<file path="config.mk">
export PLATFORM = sky130hd
export DESIGN_NAME = mem_arbiter_2p_flat
export DESIGN_NICKNAME = d
export VERILOG_FILES = /design/src/rtl/mem_arbiter_2p_if.sv /design/src/rtl/mem_arbiter_2p.sv /design/src/flat_wrapper.sv
export SDC_FILE = /design/constraint.sdc
export NUM_CORES = 1
export LEC_CHECK = 0
export BUFFER_PORTS_ARGS = -buffer_cell sky130_fd_sc_hd__buf_4
export CORE_MARGIN = 2
export CORE_UTILIZATION = 30
export CTS_CLUSTER_DIAMETER = 200
export DETAILED_ROUTE_END_ITERATION = 10
export PLACE_DENSITY = 0.52
export SETUP_SLACK_MARGIN = 0.3
export SLEW_MARGIN = 5
export SYNTH_ARGS = -nofsm -noshare
export SYNTH_HDL_FRONTEND = slang
export SYNTH_SLANG_ARGS = --single-unit
</file>
<file path="constraint.sdc">
create_clock -name clk -period 3.35 [get_ports clk]
set_clock_uncertainty 0.1 [all_clocks]
set_input_delay 0.1675 -clock clk [delete_from_list [all_inputs] [get_ports clk]]
set_output_delay 0.1675 -clock clk [all_outputs]
set_load 0.02 [all_outputs]
</file>
<file path="src/rtl/mem_arbiter_2p_if.sv">
// rtl/mem_arbiter_2p_if.sv - requester and memory bus bundle for mem_arbiter_2p
//
// Purpose: groups both requester ports, the status outputs and the
// memory-side signals of mem_arbiter_2p into one interface.
// Ports (signals):
//   req0/we0/addr0/wdata0 -> ack0/rdata0   port 0 command and completion
//   req1/we1/addr1/wdata1 -> ack1/rdata1   port 1 command and completion
//   busy, gnt_id                           arbiter status
//   mem_address/mem_data_in/mem_read_en/mem_write_en -> memory
//   mem_data_out                           <- memory
// Modports: slave = arbiter side, master = requesters plus memory side.

interface mem_arbiter_2p_if #(
  parameter int ADDR_W = 8,
  parameter int DATA_W = 8
);
  logic              req0;
  logic              we0;
  logic [ADDR_W-1:0] addr0;
  logic [DATA_W-1:0] wdata0;
  logic              ack0;
  logic [DATA_W-1:0] rdata0;

  logic              req1;
  logic              we1;
  logic [ADDR_W-1:0] addr1;
  logic [DATA_W-1:0] wdata1;
  logic              ack1;
  logic [DATA_W-1:0] rdata1;

  logic              busy;
  logic              gnt_id;

  logic [ADDR_W-1:0] mem_address;
  logic [DATA_W-1:0] mem_data_in;
  logic              mem_read_en;
  logic              mem_write_en;
  logic [DATA_W-1:0] mem_data_out;

  modport slave (
    input  req0, we0, addr0, wdata0,
    input  req1, we1, addr1, wdata1,
    input  mem_data_out,
    output ack0, rdata0, ack1, rdata1,
    output busy, gnt_id,
    output mem_address, mem_data_in, mem_read_en, mem_write_en
  );

  modport master (
    output req0, we0, addr0, wdata0,
    output req1, we1, addr1, wdata1,
    output mem_data_out,
    input  ack0, rdata0, ack1, rdata1,
    input  busy, gnt_id,
    input  mem_address, mem_data_in, mem_read_en, mem_write_en
  );
endinterface

</file>
<file path="src/rtl/mem_arbiter_2p.sv">
// rtl/mem_arbiter_2p.sv - two-port round-robin arbiter/sequencer for a single-port memory
//
// Purpose: serialises read/write commands from two requesters onto one
// single-port memory and returns a one-cycle ack (plus read data) per command.
// Ports:
//   clk  - system clock, rising edge
//   rst  - asynchronous active-high reset
//   bus  - mem_arbiter_2p_if.slave: requester ports 0/1, busy/gnt_id status,
//          memory address/data_in/read_en/write_en/data_out
// Parameters: ADDR_W, DATA_W widths; RD_LAT (1..7) memory read latency.

module mem_arbiter_2p #(
  parameter int ADDR_W = 8,
  parameter int DATA_W = 8,
  parameter int RD_LAT = 1
) (
  input  logic clk,
  input  logic rst,
  mem_arbiter_2p_if.slave bus
);

  typedef enum logic [1:0] {IDLE, ISSUE, RWAIT, ACK} state_t;

  localparam logic [2:0] RD_LAT_C = 3'(RD_LAT);

  state_t            state_q, state_d;
  logic              ptr_q, ptr_d;      // port preferred when both request
  logic              gnt_q, gnt_d;
  logic              we_q, we_d;
  logic [ADDR_W-1:0] addr_q, addr_d;
  logic [DATA_W-1:0] wdata_q, wdata_d;
  logic [2:0]        cnt_q, cnt_d;
  logic [DATA_W-1:0] rdata0_q, rdata0_d;
  logic [DATA_W-1:0] rdata1_q, rdata1_d;

  logic pick;
  logic busy;
  logic rd_en, wr_en, ack0, ack1;

  always_ff @(posedge clk or posedge rst) begin
    if (rst) begin
      state_q  <= IDLE;
      ptr_q    <= 1'b0;
      gnt_q    <= 1'b0;
      we_q     <= 1'b0;
      addr_q   <= '0;
      wdata_q  <= '0;
      cnt_q    <= '0;
      rdata0_q <= '0;
      rdata1_q <= '0;
    end else begin
      state_q  <= state_d;
      ptr_q    <= ptr_d;
      gnt_q    <= gnt_d;
      we_q     <= we_d;
      addr_q   <= addr_d;
      wdata_q  <= wdata_d;
      cnt_q    <= cnt_d;
      rdata0_q <= rdata0_d;
      rdata1_q <= rdata1_d;
    end
  end

  always_comb begin
    state_d  = state_q;
    ptr_d    = ptr_q;
    gnt_d    = gnt_q;
    we_d     = we_q;
    addr_d   = addr_q;
    wdata_d  = wdata_q;
    cnt_d    = cnt_q;
    rdata0_d = rdata0_q;
    rdata1_d = rdata1_q;
    rd_en    = 1'b0;
    wr_en    = 1'b0;
    ack0     = 1'b0;
    ack1     = 1'b0;
    // With a single request the pointer is irrelevant; with both it decides.
    pick     = (bus.req0 && bus.req1) ? ptr_q : bus.req1;

    case (state_q)
      IDLE: begin
        if (bus.req0 || bus.req1) begin
          gnt_d   = pick;
          we_d    = pick ? bus.we1    : bus.we0;
          addr_d  = pick ? bus.addr1  : bus.addr0;
          wdata_d = pick ? bus.wdata1 : bus.wdata0;
          state_d = ISSUE;
        end
      end
      ISSUE: begin
        if (we_q) begin
          wr_en   = 1'b1;
          state_d = ACK;
        end else begin
          rd_en   = 1'b1;
          cnt_d   = RD_LAT_C;
          state_d = RWAIT;
        end
      end
      RWAIT: begin
        // cnt_q == 1 marks the RD_LAT-th cycle after ISSUE: data is valid now.
        if (cnt_q == 3'd1) begin
          if (gnt_q) rdata1_d = bus.mem_data_out;
          else       rdata0_d = bus.mem_data_out;
          state_d = ACK;
        end else begin
          cnt_d = cnt_q - 3'd1;
        end
      end
      ACK: begin
        ack0    = ~gnt_q;
        ack1    = gnt_q;
        ptr_d   = ~gnt_q;
        state_d = IDLE;
      end
      default: state_d = IDLE;
    endcase
  end

  assign busy             = (state_q != IDLE);
  assign bus.busy         = busy;
  assign bus.gnt_id       = busy & gnt_q;
  assign bus.mem_address  = busy ? addr_q  : '0;
  assign bus.mem_data_in  = busy ? wdata_q : '0;
  assign bus.mem_read_en  = rd_en;
  assign bus.mem_write_en = wr_en;
  assign bus.ack0         = ack0;
  assign bus.ack1         = ack1;
  assign bus.rdata0       = rdata0_q;
  assign bus.rdata1       = rdata1_q;

endmodule

</file>
<file path="src/flat_wrapper.sv">
// flat-port wrapper written by rule: the top's interface ports become plain ports
module mem_arbiter_2p_flat 
#(
  parameter int ADDR_W = 8,
  parameter int DATA_W = 8,
  parameter int RD_LAT = 1
)
  (clk, rst, bus_req0, bus_we0, bus_addr0, bus_wdata0, bus_req1, bus_we1, bus_addr1, bus_wdata1, bus_mem_data_out, bus_ack0, bus_rdata0, bus_ack1, bus_rdata1, bus_busy, bus_gnt_id, bus_mem_address, bus_mem_data_in, bus_mem_read_en, bus_mem_write_en);
  mem_arbiter_2p_if #(.ADDR_W(ADDR_W), .DATA_W(DATA_W)) bus_i ();
  input  logic clk;
  input  logic rst;
  input wire logic [$bits(bus_i.req0)-1:0] bus_req0;
  input wire logic [$bits(bus_i.we0)-1:0] bus_we0;
  input wire logic [$bits(bus_i.addr0)-1:0] bus_addr0;
  input wire logic [$bits(bus_i.wdata0)-1:0] bus_wdata0;
  input wire logic [$bits(bus_i.req1)-1:0] bus_req1;
  input wire logic [$bits(bus_i.we1)-1:0] bus_we1;
  input wire logic [$bits(bus_i.addr1)-1:0] bus_addr1;
  input wire logic [$bits(bus_i.wdata1)-1:0] bus_wdata1;
  input wire logic [$bits(bus_i.mem_data_out)-1:0] bus_mem_data_out;
  output wire logic [$bits(bus_i.ack0)-1:0] bus_ack0;
  output wire logic [$bits(bus_i.rdata0)-1:0] bus_rdata0;
  output wire logic [$bits(bus_i.ack1)-1:0] bus_ack1;
  output wire logic [$bits(bus_i.rdata1)-1:0] bus_rdata1;
  output wire logic [$bits(bus_i.busy)-1:0] bus_busy;
  output wire logic [$bits(bus_i.gnt_id)-1:0] bus_gnt_id;
  output wire logic [$bits(bus_i.mem_address)-1:0] bus_mem_address;
  output wire logic [$bits(bus_i.mem_data_in)-1:0] bus_mem_data_in;
  output wire logic [$bits(bus_i.mem_read_en)-1:0] bus_mem_read_en;
  output wire logic [$bits(bus_i.mem_write_en)-1:0] bus_mem_write_en;
  assign bus_i.req0 = bus_req0;
  assign bus_i.we0 = bus_we0;
  assign bus_i.addr0 = bus_addr0;
  assign bus_i.wdata0 = bus_wdata0;
  assign bus_i.req1 = bus_req1;
  assign bus_i.we1 = bus_we1;
  assign bus_i.addr1 = bus_addr1;
  assign bus_i.wdata1 = bus_wdata1;
  assign bus_i.mem_data_out = bus_mem_data_out;
  assign bus_ack0 = bus_i.ack0;
  assign bus_rdata0 = bus_i.rdata0;
  assign bus_ack1 = bus_i.ack1;
  assign bus_rdata1 = bus_i.rdata1;
  assign bus_busy = bus_i.busy;
  assign bus_gnt_id = bus_i.gnt_id;
  assign bus_mem_address = bus_i.mem_address;
  assign bus_mem_data_in = bus_i.mem_data_in;
  assign bus_mem_read_en = bus_i.mem_read_en;
  assign bus_mem_write_en = bus_i.mem_write_en;
  mem_arbiter_2p #(.ADDR_W(ADDR_W), .DATA_W(DATA_W), .RD_LAT(RD_LAT)) u_core (.clk(clk), .rst(rst), .bus(bus_i));
endmodule
</file>
==> results.toml <==
[setup_path]
cp-end-kind = "flip-flop"
start_kind = "flip-flop"
cp_cell_sequence = "inv_1, ha_1, inv_4, o32a_1, mux2_4"
r2r_cells = 5
cp_max_fo = 19
crit_arrival_ns = 2.30
endpoint = "u_core.state_q[1]"
reg2reg_from = "u_core.state_q[0]"
slowest_delay_ns = 0.64
r2r-end = "u_core.state_q[1]"
crit_required_ns = 3.44
crit_start = "u_core.state_q[0]"
cp_slowest_cell = "ha_1"
critPathKind = "reg2reg"
reg2reg_setup_slack_ns = 1.14

[detailed_routing]
drc = 0
dr.pass1.iters = 4
viasPerCell = 4.80
num_vias = 1766
drtAntennaViolNets = 0
drt_iter0_markers = 77
routedWlPerCell_um = 14.4
routed_wl_um = 5290

[die]
design.core.area_mm2 = 0.00672
initial_core_util_pct = 30.6
num_rows = 30
die_h_um = 86.7
die_w_um = 86.7
dieArea_mm2 = 0.00752
io_pins = 84

[clock_network]
root_buffer = "clkbuf_8"
numCtsBuffers = 5
cts_sinks = 40
htree_levels = 2
postCtsSetupRepairBufs = 0
clk_path_buf_depth = 2
clkTransAtPathRegs_ns = 0.09
cts_tree = "done"
worstSkewPairLatency_ns = 0.30

[final_layout]
drive_above_1_share_pct = 39.2
diodes = 0
seq_area_mm2 = 0.00100
multi_input_area_um2 = 920
nNetsFinal = 340
area_growth_pct = 41.1
fillers = 671

[logic_synthesis]
synthMuxAreaShare_pct = 9.51
synth-main-ff-cell = "dfrtp_1"
async_reset_ff_share_pct = 100
synth_commonest_cells = "dfrtp_1 (40), nor2_1 (21), nand3_1 (20), a31oi_1 (19), o21ai_0 (17)"
yosysMostFrequentCell = "dfrtp_1"
synth_compound_gate_area_share_pct = 13.5
netlist_area_mm2 = 0.00205
synthTopCellsByArea = "dfrtp_1 (49%), mux2_2 (8.8%), a31oi_1 (5.8%)"
synth_top_family_by_area = "simple AND/OR/NAND/NOR gates"
synth_edf_count = 0
yosys.area_share.xor_xnor_pct = 0
syn_inst = 201
synthSimpleGateAreaFrac_pct = 17.6
synthesis.nets = 254
yosys.area_share.adder_pct = 4.27
yosysWarnings = 0
synth.avg_cell_area_um2 = 10.2
ys_seq_area_share_pct = 48.8
ys_ff_latch = 40
synth_top_cell_by_area = "dfrtp_1"
yosysUniqueCellTypes = 30
yosys.area.top_type_share_pct = 48.8

[timing]
max_freq_mhz = 453
worst_pin_slew_ns = 0.714
setup-violations-final = 0
setup_ws_ns = 1.14
finalCritPeriodShare_pct = 65.9
min_period_ns = 2.21
finalHoldViolations = 0
max-slew-margin-rel_pct = 52.4
rsz0062_at_grt = "false"
maxSlewViolCount = 0
finalSetupTns_ns = 0

[placement]
io_buffers = 83
dp_hpwl_um = 3730
place_ws_ns = 1.13
place_congestion = 0.745

[power_and_ir_drop]
peakVddDrop_mv = 0.374
leakagePower_nw = 1.37
cellPowerDensity_mw_per_mm2 = 985
finalPower_mw = 2.86

[global_routing]
busiest_layer = "met2"
met1_usage_pct = 18.7
antenna_found_initial = 0
grtUsageMet2_pct = 22.9
grt_use_met3_pct = 5.62
grt_util_all_layers_pct = 14.6
grt_pass1_wl_um = 8530
grt_overflow = 0
grt_pass1_vias = 1756
grt_max_degree = 41

[run_status]
status = "complete, no violations"

[worst_hold_path]
holdCritPathClass = "in2reg"

[run]
drv_cap = 0
-- flip-flops by register name (all words and copies together) (netlist names) --
register           cells
u_core.ptr_q           1
u_core.state_q         2
u_core.addr_q          8
u_core.bus.rdata0      8
u_core.cnt_q           3
u_core.bus.rdata1      8
u_core.gnt_q           1
u_core.wdata_q         8
u_core.we_q            1
-- critical path: cells and delay by family (launching register included) --
kind	cells	cell delay [ns]
adder cells (fa/ha/maj)	1	0.64
flip-flops	1	0.43
AO/OA/AOI/OAI	1	0.41
multiplexers	1	0.30
buffers and inverters	2	0.22
-- area by class of cell --
cell class                      count  share of cell area [%]
Clock buffer                        6                    2.85
Clock inverter                      2                    1.34
Inverter                           12                    1.64
Multi-Input combinational cell    136                    31.7
Sequential cell                    40                    34.5
Tap cell                           80                    3.45
Timing Repair Buffer               92                    24.4
-- cell families after synthesis --
kind of cell,Yosys count
flops,40
fa+ha+maj,7
mux,17
simple gates,68
buf+inv,25
compound gates,44
-- how the worst min path moves through the flow --
stage,start,cells after the start,to
finish,bus_mem_data_out[0],2,u_core.bus.rdata1[0]
global route,bus_mem_data_out[5],2,u_core.bus.rdata0[5]
CTS,bus_mem_data_out[0],2,u_core.bus.rdata1[0]
detailed placement,rst,3,u_core.bus.rdata1[1]
global placement,rst,3,u_core.bus.rdata1[1]
floorplan,bus_mem_data_out[0],1,u_core.bus.rdata1[0]
-- per-stage QoR --
stage | cells | hold WS (ns) | utilization, % | cell area, um2
final | 368 | 0.0136 | 43.1 | 2900
after global routing | 368 | 0.00534 | 43.1 | 2900
after CTS | 368 | 0.000446 | 43.1 | 2900
after detailed placement | 353 | 0.232 | 40.3 | 2710
after global placement | 353 | 0.232 | 40.3 | 2710
after floorplan | 201 | 0.218 | - | 2050
-- where the power goes --
group	internal, mW	switching, mW
combinational	0.724	0.869
clock	0.244	0.181
sequential	0.715	0.122
total	1.68	1.17
-- repair_timing --
| action | CTS | global route |
|---|---|---|
| hold endpoints to repair | 49 | 0 |
| endpoints found under the setup margin | 0 | 0 |
| gates resized for setup | 0 | 0 |
| hold buffers | 7 | 0 |
-- cells in the final DEF (no fill, tap or decap), types with 2 or more instances in the layout --
cell            n
a32o_1          2
nor2b_1        12
dlygate4sd3_1   7
dfrtp_1        40
nand3_1        20
mux2_2         16
ha_1            7
clkbuf_8        6
inv_1          10
buf_4          85
a31oi_1        19
nor2_1         21
nand2b_1        3
and3_1          2
and2b_1         6
o21ai_0        17
-- per-layer routing --
layer  share of wire [%]  vias up  wire [um]
met5                   0        -          0
met4                 1.2        0         63
met3                 9.3        8        489
met2                  45       70       2400
met1                  44      812       2340
li1                    -      876          -
No activity file was read; power rests on OpenSTA's default activity.
